--- src/rtl/decode_stage_pkg.sv ---
// Shared RV32I decode constants (ALU ops, opcodes, funct3/funct7) and the decode bundle type.
// DECODE_ILLEGAL_TRAP_EN adds an illegal flag to the bundle.
package decode_stage_pkg;

    localparam logic [3:0] ALU_ADD = 4'd0;
    localparam logic [3:0] ALU_SUB = 4'd1;
    localparam logic [3:0] ALU_AND = 4'd2;
    localparam logic [3:0] ALU_OR  = 4'd3;
    localparam logic [3:0] ALU_XOR = 4'd4;
    localparam logic [3:0] ALU_SLL = 4'd5;
    localparam logic [3:0] ALU_SRL = 4'd6;
    localparam logic [3:0] ALU_SRA = 4'd7;
    localparam logic [3:0] ALU_EQ  = 4'd8;
    localparam logic [3:0] ALU_NE  = 4'd9;
    localparam logic [3:0] ALU_LT  = 4'd10;
    localparam logic [3:0] ALU_GE  = 4'd11;

    localparam logic [6:0] OPC_OP     = 7'b0110011;
    localparam logic [6:0] OPC_OPIMM  = 7'b0010011;
    localparam logic [6:0] OPC_LOAD   = 7'b0000011;
    localparam logic [6:0] OPC_STORE  = 7'b0100011;
    localparam logic [6:0] OPC_BRANCH = 7'b1100011;
    localparam logic [6:0] OPC_JAL    = 7'b1101111;
    localparam logic [6:0] OPC_JALR   = 7'b1100111;
    localparam logic [6:0] OPC_LUI    = 7'b0110111;
    localparam logic [6:0] OPC_AUIPC  = 7'b0010111;

    localparam logic [2:0] F3_ADD  = 3'b000;
    localparam logic [2:0] F3_SLL  = 3'b001;
    localparam logic [2:0] F3_XOR  = 3'b100;
    localparam logic [2:0] F3_SR   = 3'b101;
    localparam logic [2:0] F3_OR   = 3'b110;
    localparam logic [2:0] F3_AND  = 3'b111;
    localparam logic [2:0] F3_BEQ  = 3'b000;
    localparam logic [2:0] F3_BNE  = 3'b001;
    localparam logic [2:0] F3_BLT  = 3'b100;
    localparam logic [2:0] F3_BGE  = 3'b101;
    localparam logic [2:0] F3_W    = 3'b010;
    localparam logic [2:0] F3_JALR = 3'b000;

    localparam logic [6:0] F7_BASE = 7'b0000000;
    localparam logic [6:0] F7_ALT  = 7'b0100000;

    typedef struct packed {
        logic [31:0] pc;
        logic [31:0] alu_a;
        logic [31:0] alu_b;
        logic [3:0]  alu_op;
        logic [4:0]  rd;
        logic        rd_we;
        logic        mem_rd;
        logic        mem_wr;
        logic [31:0] store_data;
        logic        is_branch;
        logic        is_jump;
        logic [31:0] target;
`ifdef DECODE_ILLEGAL_TRAP_EN
        logic        illegal;
`endif
    } dec_bundle_t;

endpackage

--- src/rtl/decode_stage_if.sv ---
// Fetch-side handshake plus the registered decode bundle toward execute.
// master = decode stage, slave = fetch/execute side. DECODE_ILLEGAL_TRAP_EN adds illegal.
interface decode_stage_if;
    logic        in_valid;
    logic        in_ready;
    logic [31:0] in_instr;
    logic [31:0] in_pc;
    logic        out_valid;
    logic        out_ready;
    logic [31:0] out_pc;
    logic [31:0] alu_a;
    logic [31:0] alu_b;
    logic [3:0]  alu_op;
    logic [4:0]  rd;
    logic        rd_we;
    logic        mem_rd;
    logic        mem_wr;
    logic [31:0] store_data;
    logic        is_branch;
    logic        is_jump;
    logic [31:0] target;
`ifdef DECODE_ILLEGAL_TRAP_EN
    logic        illegal;
`endif

    modport master (
        input  in_valid, in_instr, in_pc, out_ready,
        output in_ready, out_valid, out_pc, alu_a, alu_b, alu_op, rd, rd_we,
               mem_rd, mem_wr, store_data, is_branch, is_jump, target
`ifdef DECODE_ILLEGAL_TRAP_EN
        , output illegal
`endif
    );

    modport slave (
        output in_valid, in_instr, in_pc, out_ready,
        input  in_ready, out_valid, out_pc, alu_a, alu_b, alu_op, rd, rd_we,
               mem_rd, mem_wr, store_data, is_branch, is_jump, target
`ifdef DECODE_ILLEGAL_TRAP_EN
        , input illegal
`endif
    );
endinterface

--- src/rtl/decode_stage_imm_gen.sv ---
// Combinational RV32I immediate extraction, all sign-extended to 32 bits.
module imm_gen (
    input  logic [31:0] instr,
    output logic [31:0] imm_i,
    output logic [31:0] imm_s,
    output logic [31:0] imm_b,
    output logic [31:0] imm_u,
    output logic [31:0] imm_j
);
    assign imm_i = {{20{instr[31]}}, instr[31:20]};
    assign imm_s = {{20{instr[31]}}, instr[31:25], instr[11:7]};
    assign imm_b = {{19{instr[31]}}, instr[31], instr[7], instr[30:25], instr[11:8], 1'b0};
    assign imm_u = {instr[31:12], 12'b0};
    assign imm_j = {{11{instr[31]}}, instr[31], instr[19:12], instr[20], instr[30:21], 1'b0};
endmodule

--- src/rtl/decode_stage.sv ---
// RV32I decode stage: regfile read, immediate build, one registered bundle to execute.
// DECODE_ILLEGAL_TRAP_EN exports an illegal flag for unsupported encodings.
module decode_stage
    import decode_stage_pkg::*;
#(
    parameter logic [31:0] RESET_PC = 32'h0000_0000
) (
    input  logic               clk,
    input  logic               rst,
    decode_stage_if.master     bus,
    output logic [4:0]         rs1_addr,
    output logic [4:0]         rs2_addr,
    input  logic [31:0]        rs1_data,
    input  logic [31:0]        rs2_data,
    input  logic               hazard_stall,
    input  logic               flush
);
    logic [31:0] imm_i, imm_s, imm_b, imm_u, imm_j;
    logic [31:0] rs1_v, rs2_v;
    logic [6:0]  opc, f7;
    logic [2:0]  f3;
    logic [4:0]  rd_f;
    logic        legal, wb, accept;
    dec_bundle_t d, bundle_q;
    logic        out_valid_q;

    imm_gen u_imm_gen (
        .instr (bus.in_instr),
        .imm_i (imm_i),
        .imm_s (imm_s),
        .imm_b (imm_b),
        .imm_u (imm_u),
        .imm_j (imm_j)
    );

    assign opc      = bus.in_instr[6:0];
    assign rd_f     = bus.in_instr[11:7];
    assign f3       = bus.in_instr[14:12];
    assign f7       = bus.in_instr[31:25];
    assign rs1_addr = bus.in_instr[19:15];
    assign rs2_addr = bus.in_instr[24:20];

    // x0 reads as zero whatever the regfile returns
    assign rs1_v = (rs1_addr == 5'd0) ? 32'd0 : rs1_data;
    assign rs2_v = (rs2_addr == 5'd0) ? 32'd0 : rs2_data;

    assign bus.in_ready = !hazard_stall && (!out_valid_q || bus.out_ready);
    assign accept       = bus.in_valid && bus.in_ready && !flush;

    always_comb begin
        d        = '0;
        legal    = 1'b0;
        wb       = 1'b0;
        d.pc     = bus.in_pc;
        d.rd     = rd_f;
        d.alu_op = ALU_ADD;
        case (opc)
            OPC_LUI: begin
                legal   = 1'b1;
                wb      = 1'b1;
                d.alu_b = imm_u;
            end
            OPC_AUIPC: begin
                legal   = 1'b1;
                wb      = 1'b1;
                d.alu_a = bus.in_pc;
                d.alu_b = imm_u;
            end
            OPC_OPIMM: begin
                wb      = 1'b1;
                d.alu_a = rs1_v;
                d.alu_b = imm_i;
                case (f3)
                    F3_ADD: begin legal = 1'b1; d.alu_op = ALU_ADD; end
                    F3_AND: begin legal = 1'b1; d.alu_op = ALU_AND; end
                    F3_OR:  begin legal = 1'b1; d.alu_op = ALU_OR;  end
                    F3_XOR: begin legal = 1'b1; d.alu_op = ALU_XOR; end
                    F3_SLL: begin legal = (f7 == F7_BASE); d.alu_op = ALU_SLL; end
                    F3_SR: begin
                        legal    = (f7 == F7_BASE) || (f7 == F7_ALT);
                        d.alu_op = f7[5] ? ALU_SRA : ALU_SRL;
                    end
                    default: legal = 1'b0;
                endcase
            end
            OPC_OP: begin
                wb      = 1'b1;
                d.alu_a = rs1_v;
                d.alu_b = rs2_v;
                case (f3)
                    F3_ADD: begin
                        legal    = (f7 == F7_BASE) || (f7 == F7_ALT);
                        d.alu_op = f7[5] ? ALU_SUB : ALU_ADD;
                    end
                    F3_SR: begin
                        legal    = (f7 == F7_BASE) || (f7 == F7_ALT);
                        d.alu_op = f7[5] ? ALU_SRA : ALU_SRL;
                    end
                    F3_SLL: begin legal = (f7 == F7_BASE); d.alu_op = ALU_SLL; end
                    F3_XOR: begin legal = (f7 == F7_BASE); d.alu_op = ALU_XOR; end
                    F3_OR:  begin legal = (f7 == F7_BASE); d.alu_op = ALU_OR;  end
                    F3_AND: begin legal = (f7 == F7_BASE); d.alu_op = ALU_AND; end
                    default: legal = 1'b0;
                endcase
            end
            OPC_LOAD: begin
                legal    = (f3 == F3_W);
                wb       = 1'b1;
                d.alu_a  = rs1_v;
                d.alu_b  = imm_i;
                d.mem_rd = 1'b1;
            end
            OPC_STORE: begin
                legal        = (f3 == F3_W);
                d.alu_a      = rs1_v;
                d.alu_b      = imm_s;
                d.mem_wr     = 1'b1;
                d.store_data = rs2_v;
            end
            OPC_BRANCH: begin
                d.alu_a     = rs1_v;
                d.alu_b     = rs2_v;
                d.is_branch = 1'b1;
                d.target    = bus.in_pc + imm_b;
                case (f3)
                    F3_BEQ: begin legal = 1'b1; d.alu_op = ALU_EQ; end
                    F3_BNE: begin legal = 1'b1; d.alu_op = ALU_NE; end
                    F3_BLT: begin legal = 1'b1; d.alu_op = ALU_LT; end
                    F3_BGE: begin legal = 1'b1; d.alu_op = ALU_GE; end
                    default: legal = 1'b0;
                endcase
            end
            OPC_JAL: begin
                legal     = 1'b1;
                wb        = 1'b1;
                d.alu_a   = bus.in_pc;
                d.alu_b   = 32'd4;
                d.is_jump = 1'b1;
                d.target  = bus.in_pc + imm_j;
            end
            OPC_JALR: begin
                legal     = (f3 == F3_JALR);
                wb        = 1'b1;
                d.alu_a   = bus.in_pc;
                d.alu_b   = 32'd4;
                d.is_jump = 1'b1;
                d.target  = (rs1_v + imm_i) & ~32'd1;
            end
            default: legal = 1'b0;
        endcase

        // Unsupported encodings travel as a side-effect-free bubble
        if (!legal) begin
            d       = '0;
            d.pc    = bus.in_pc;
            d.rd    = rd_f;
        end
        d.rd_we = legal && wb && (rd_f != 5'd0);
`ifdef DECODE_ILLEGAL_TRAP_EN
        d.illegal = !legal;
`endif
    end

    always_ff @(posedge clk or posedge rst) begin
        if (rst) begin
            out_valid_q <= 1'b0;
            bundle_q    <= '0;
            bundle_q.pc <= RESET_PC;
        end else begin
            // flush beats both a new accept and holding the current bundle
            if (flush)
                out_valid_q <= 1'b0;
            else if (accept)
                out_valid_q <= 1'b1;
            else if (bus.out_ready)
                out_valid_q <= 1'b0;
            if (accept)
                bundle_q <= d;
        end
    end

    assign bus.out_valid  = out_valid_q;
    assign bus.out_pc     = bundle_q.pc;
    assign bus.alu_a      = bundle_q.alu_a;
    assign bus.alu_b      = bundle_q.alu_b;
    assign bus.alu_op     = bundle_q.alu_op;
    assign bus.rd         = bundle_q.rd;
    assign bus.rd_we      = bundle_q.rd_we;
    assign bus.mem_rd     = bundle_q.mem_rd;
    assign bus.mem_wr     = bundle_q.mem_wr;
    assign bus.store_data = bundle_q.store_data;
    assign bus.is_branch  = bundle_q.is_branch;
    assign bus.is_jump    = bundle_q.is_jump;
    assign bus.target     = bundle_q.target;
`ifdef DECODE_ILLEGAL_TRAP_EN
    assign bus.illegal    = bundle_q.illegal;
`endif
endmodule

--- src/flat_wrapper.sv ---
// flat-port wrapper written by rule: the top's interface ports become plain ports
module decode_stage_flat import decode_stage_pkg::*;
#(
    parameter logic [31:0] RESET_PC = 32'h0000_0000
)
  (clk, rst, rs1_addr, rs2_addr, rs1_data, rs2_data, hazard_stall, flush, bus_in_valid, bus_in_instr, bus_in_pc, bus_out_ready, bus_in_ready, bus_out_valid, bus_out_pc, bus_alu_a, bus_alu_b, bus_alu_op, bus_rd, bus_rd_we, bus_mem_rd, bus_mem_wr, bus_store_data, bus_is_branch, bus_is_jump, bus_target);
  decode_stage_if bus_i ();
  input  logic clk;
  input  logic rst;
  output logic [4:0] rs1_addr;
  output logic [4:0] rs2_addr;
  input  logic [31:0] rs1_data;
  input  logic [31:0] rs2_data;
  input  logic hazard_stall;
  input  logic flush;
  input wire logic [$bits(bus_i.in_valid)-1:0] bus_in_valid;
  input wire logic [$bits(bus_i.in_instr)-1:0] bus_in_instr;
  input wire logic [$bits(bus_i.in_pc)-1:0] bus_in_pc;
  input wire logic [$bits(bus_i.out_ready)-1:0] bus_out_ready;
  output wire logic [$bits(bus_i.in_ready)-1:0] bus_in_ready;
  output wire logic [$bits(bus_i.out_valid)-1:0] bus_out_valid;
  output wire logic [$bits(bus_i.out_pc)-1:0] bus_out_pc;
  output wire logic [$bits(bus_i.alu_a)-1:0] bus_alu_a;
  output wire logic [$bits(bus_i.alu_b)-1:0] bus_alu_b;
  output wire logic [$bits(bus_i.alu_op)-1:0] bus_alu_op;
  output wire logic [$bits(bus_i.rd)-1:0] bus_rd;
  output wire logic [$bits(bus_i.rd_we)-1:0] bus_rd_we;
  output wire logic [$bits(bus_i.mem_rd)-1:0] bus_mem_rd;
  output wire logic [$bits(bus_i.mem_wr)-1:0] bus_mem_wr;
  output wire logic [$bits(bus_i.store_data)-1:0] bus_store_data;
  output wire logic [$bits(bus_i.is_branch)-1:0] bus_is_branch;
  output wire logic [$bits(bus_i.is_jump)-1:0] bus_is_jump;
  output wire logic [$bits(bus_i.target)-1:0] bus_target;
  assign bus_i.in_valid = bus_in_valid;
  assign bus_i.in_instr = bus_in_instr;
  assign bus_i.in_pc = bus_in_pc;
  assign bus_i.out_ready = bus_out_ready;
  assign bus_in_ready = bus_i.in_ready;
  assign bus_out_valid = bus_i.out_valid;
  assign bus_out_pc = bus_i.out_pc;
  assign bus_alu_a = bus_i.alu_a;
  assign bus_alu_b = bus_i.alu_b;
  assign bus_alu_op = bus_i.alu_op;
  assign bus_rd = bus_i.rd;
  assign bus_rd_we = bus_i.rd_we;
  assign bus_mem_rd = bus_i.mem_rd;
  assign bus_mem_wr = bus_i.mem_wr;
  assign bus_store_data = bus_i.store_data;
  assign bus_is_branch = bus_i.is_branch;
  assign bus_is_jump = bus_i.is_jump;
  assign bus_target = bus_i.target;
  decode_stage #(.RESET_PC(RESET_PC)) u_core (.clk(clk), .rst(rst), .bus(bus_i), .rs1_addr(rs1_addr), .rs2_addr(rs2_addr), .rs1_data(rs1_data), .rs2_data(rs2_data), .hazard_stall(hazard_stall), .flush(flush));
endmodule
--- config.mk ---
export PLATFORM = sky130hd
export DESIGN_NAME = decode_stage_flat
export DESIGN_NICKNAME = d
export VERILOG_FILES = /design/src/rtl/decode_stage_pkg.sv /design/src/rtl/decode_stage_if.sv /design/src/rtl/decode_stage_imm_gen.sv /design/src/rtl/decode_stage.sv /design/src/flat_wrapper.sv
export SDC_FILE = /design/constraint.sdc
export NUM_CORES = 1
export LEC_CHECK = 0
export BUFFER_PORTS_ARGS = -buffer_cell sky130_fd_sc_hd__clkbuf_2
export CAP_MARGIN = 20
export CORE_UTILIZATION = 50
export DETAILED_ROUTE_END_ITERATION = 10
export GPL_TIMING_DRIVEN = 1
export PLACE_DENSITY = 0.84
export SYNTH_ARGS = -nofsm -noshare
export SYNTH_HDL_FRONTEND = slang
export SYNTH_SLANG_ARGS = --single-unit
export TNS_END_PERCENT = 50
--- constraint.sdc ---
create_clock -name clk -period 7.77 [get_ports clk]
set_clock_uncertainty 0.2 [all_clocks]
set_input_delay 0.777 -clock clk [delete_from_list [all_inputs] [get_ports clk]]
set_output_delay 0.777 -clock clk [all_outputs]
set_load 0.02 [all_outputs]
==> metrics.cfg <==
[routing]
wl_per_cell_um = 21.0
routed_wirelength_um = 36100
drc = 0
vias = 10672
initialDrtViolationCount = 908
ant_nets = 0
firstDrtPassIters = 8
vias_per_cell = 6.20

[worst_setup_path]
reg2reg_depth = 6
end_kind = flop
worst-path-max-fanout = 9
start_kind = input pin
rr_startpoint = u_core.bus.out_valid
reg2reg_to = u_core.bus.mem_rd
critical_path_class = in2reg
r2r_setup_slack_ps = 5280
critPathLaunch = bus_in_instr[5]
required_ps = 7850
endpoint = u_core.bus.target[31]
arrival_ps = 5310

[yosys]
synth_enable_flop_cells = 0
syn_nets = 1361
synth_common_cells = 175 x dfrtp_1, 128 x nand2_1, 72 x a21oi_1, 64 x clkbuf_1, 64 x ha_1
syn_area_um2 = 11100
yosysWarnings = 0
yosysMostFrequentCell = dfrtp_1
yosys_most_used_dff = dfrtp_1
ys_ff_latch = 175
ys_types = 67
synth_top_cell_area_share = 0.395
yosysSeqAreaShare = 0.395
syn_avg_cell_area_um2 = 9.55
ys_top_cells_by_area = dfrtp_1 40%, ha_1 7.2%, nand2_1 4.3%
yosys.area.top_type = dfrtp_1
ys_async_sr_fraction = 1.00
syn-instance-count = 1161

[floorplan]
die_y_um = 151
die_w_um = 151
io_pins = 320
initial_core_util = 0.510
dieArea_um2 = 22800
core_um2 = 21800
rows = 54

[pwr]
pwr-share-seq = 0.404
p_leak_nw = 6.59
swShare = 0.332
ir_drop_v = 0.000121
p_int_mw = 1.61
power_density_nw_per_um2 = 180
p_sw_mw = 0.799
pwr-share-clk = 0.359
pwr-share-comb = 0.237

[status]
status = finished, final reports clean

[sta]
period_needed_ps = 5220
finalCritPeriodShare = 0.672
hold_slack_ps = 236
hold_viol = 0
setup_tns_ps = 0
maxSlewHeadroom = 0.316
setup_viol = 0
report.final.slew_viol_count = 0
max_slew.worst_pin.slew_ps = 1030
rsz0062_at_grt = no
fmax_ghz = 0.191

[clocking]
ctsResizeCount = 0
cts_made_buffers = 17
cts_max_level = 4
hold_buffers = 0
cts.sinks = 175
cts_buffer_depth = 2
cts_setup_buffers = 0
cts_tree = built
clk_pin_slew_ps = 80
cts_root_buffer = clkbuf_16
clk-insertion-delay-late_ps = 430

[placed_design]
place_hpwl_um = 26300
place_inst = 1685
port_buffers = 319
gp_congestion = 0.950

[grt]
grt-ovfl-total = 0
grt_max_degree = 237
track_usage = 0.318
first_global_vias = 10107
antenna_found_initial = 1
grt_pass1_wl_um = 55200

[min_path]
worstHoldPathType = in2async

[finish]
drive_gt1_frac = 0.294
areaGrowthSynthToFinish_pct = 20.7
fin_cells = 1720
utilization = 0.615
fin_nets = 1626

[flow_run]
max_cap_violations = 0

[worst max-delay path, cell delays in order]
cell	delay, ps
clkbuf_2	170
nor2b_1	470
nand3_1	230
nor2_1	360
nand2_1	290
and2_1	330
a21o_1	200
ha_1	340
and2_1	200
and3_1	200
a21oi_1	130
o21ai_0	140
or4_1	520
a41o_1	300
a2111oi_4	320
o21ai_0	130
nand3b_1	110
o211ai_2	90
[cell type report]
cell class,instances,area [um2]
clock buffers,18,439
inverters,18,75.1
multi-input cells,882,6250
flip-flops and latches,175,4380
well taps,280,350
diodes,1,2.50
repair buffers,332,1740
clock inverters,14,141
fillers,1843,8380
[through the flow]
| step | worst slack (ps) | cell area, um2 | total power, mW |
|---|---|---|---|
| floorplan | 2050 | 11100 | 1.37 |
| global placement | 2360 | 12700 | 1.53 |
| detailed placement | 2170 | 12800 | 1.55 |
| CTS | 2600 | 13300 | 2.41 |
| global route | 2160 | 13400 | 2.50 |
| finish | 2550 | 13400 | 2.40 |
[metal layers]
metal	wire, um	GRT usage
met5	0	0
met4	1650	0.165
met3	3150	0.0645
met2	16900	0.516
met1	14400	0.399
[placed cells by master, fill, tap and decap left out, types with 5 or more instances in the layout]
cell type	instances
clkbuf_2	319
a32oi_1	12
dfrtp_1	175
buf_4	9
ha_1	64
a211oi_1	23
and2_1	39
clkbuf_16	17
nand2_1	127
nor2b_1	10
nand2b_1	7
mux2_2	37
a21oi_1	72
a22o_1	5
o21bai_1	7
nor4_1	5
a22oi_1	53
inv_1	17
nand4_1	7
a311oi_1	5
nor3_1	11
a31oi_1	7
xor2_1	30
xnor2_1	29
o21ai_0	34
a21o_1	58
o221ai_1	5
a32o_1	32
o21ai_1	29
and3_1	7
nor2_1	31
o31ai_1	39
nand3_1	32
[sequential cells by signal (all words and copies together), names as in the netlist]
signal                 cells
u_core.bus.store_data     32
u_core.bus.rd_we           1
u_core.bus.target         32
u_core.bus.alu_op          4
u_core.bus.rd              5
u_core.bus.is_branch       1
u_core.bus.mem_rd          1
u_core.bus.alu_a          32
u_core.bus.mem_wr          1
u_core.bus.is_jump         1
u_core.bus.out_pc         32
u_core.bus.alu_b          32
u_core.bus.out_valid       1
[cells by family (layout without fill, tap and decap cells)]
logic type	after synthesis	after routing	share of synthesized area
XOR/XNOR	59	59	0.0466
multiplexers	37	37	0.0376
flip-flops	175	175	0.395
other	0	1	0
AND/OR/NAND/NOR	298	298	0.129
buffers and inverters	104	382	0.0429
AO/OA/AOI/OAI	422	422	0.273
adder cells (fa/ha/maj)	66	66	0.0758
[worst min path at each step]
stage / startpoint / to / slack, ps / cells after the start
5_1_grt: u_core.bus.alu_b[16] / u_core.bus.alu_b[16] / 300 / 1
3_5_place_dp: u_core.bus.alu_b[26] / u_core.bus.alu_b[26] / 270 / 1
4_1_cts: u_core.bus.alu_b[26] / u_core.bus.alu_b[26] / 280 / 1
2_1_floorplan: u_core.bus.alu_op[2] / u_core.bus.alu_op[2] / 390 / 2
6_report: rst / u_core.bus.store_data[2] / 240 / 2
3_3_place_gp: u_core.bus.mem_wr / u_core.bus.mem_wr / 260 / 1
[power by group through the flow]
stage / Combinational (mW) / Clock, mW / Sequential (mW)
floorplan: 0.327 / 0 / 1.04
detailed placement: 0.559 / 0 / 0.990
finish: 0.570 / 0.863 / 0.971
global placement: 0.548 / 0 / 0.985
global route: 0.617 / 0.911 / 0.977
CTS: 0.563 / 0.879 / 0.972
Note: power is estimated with default switching activity, not from simulation.
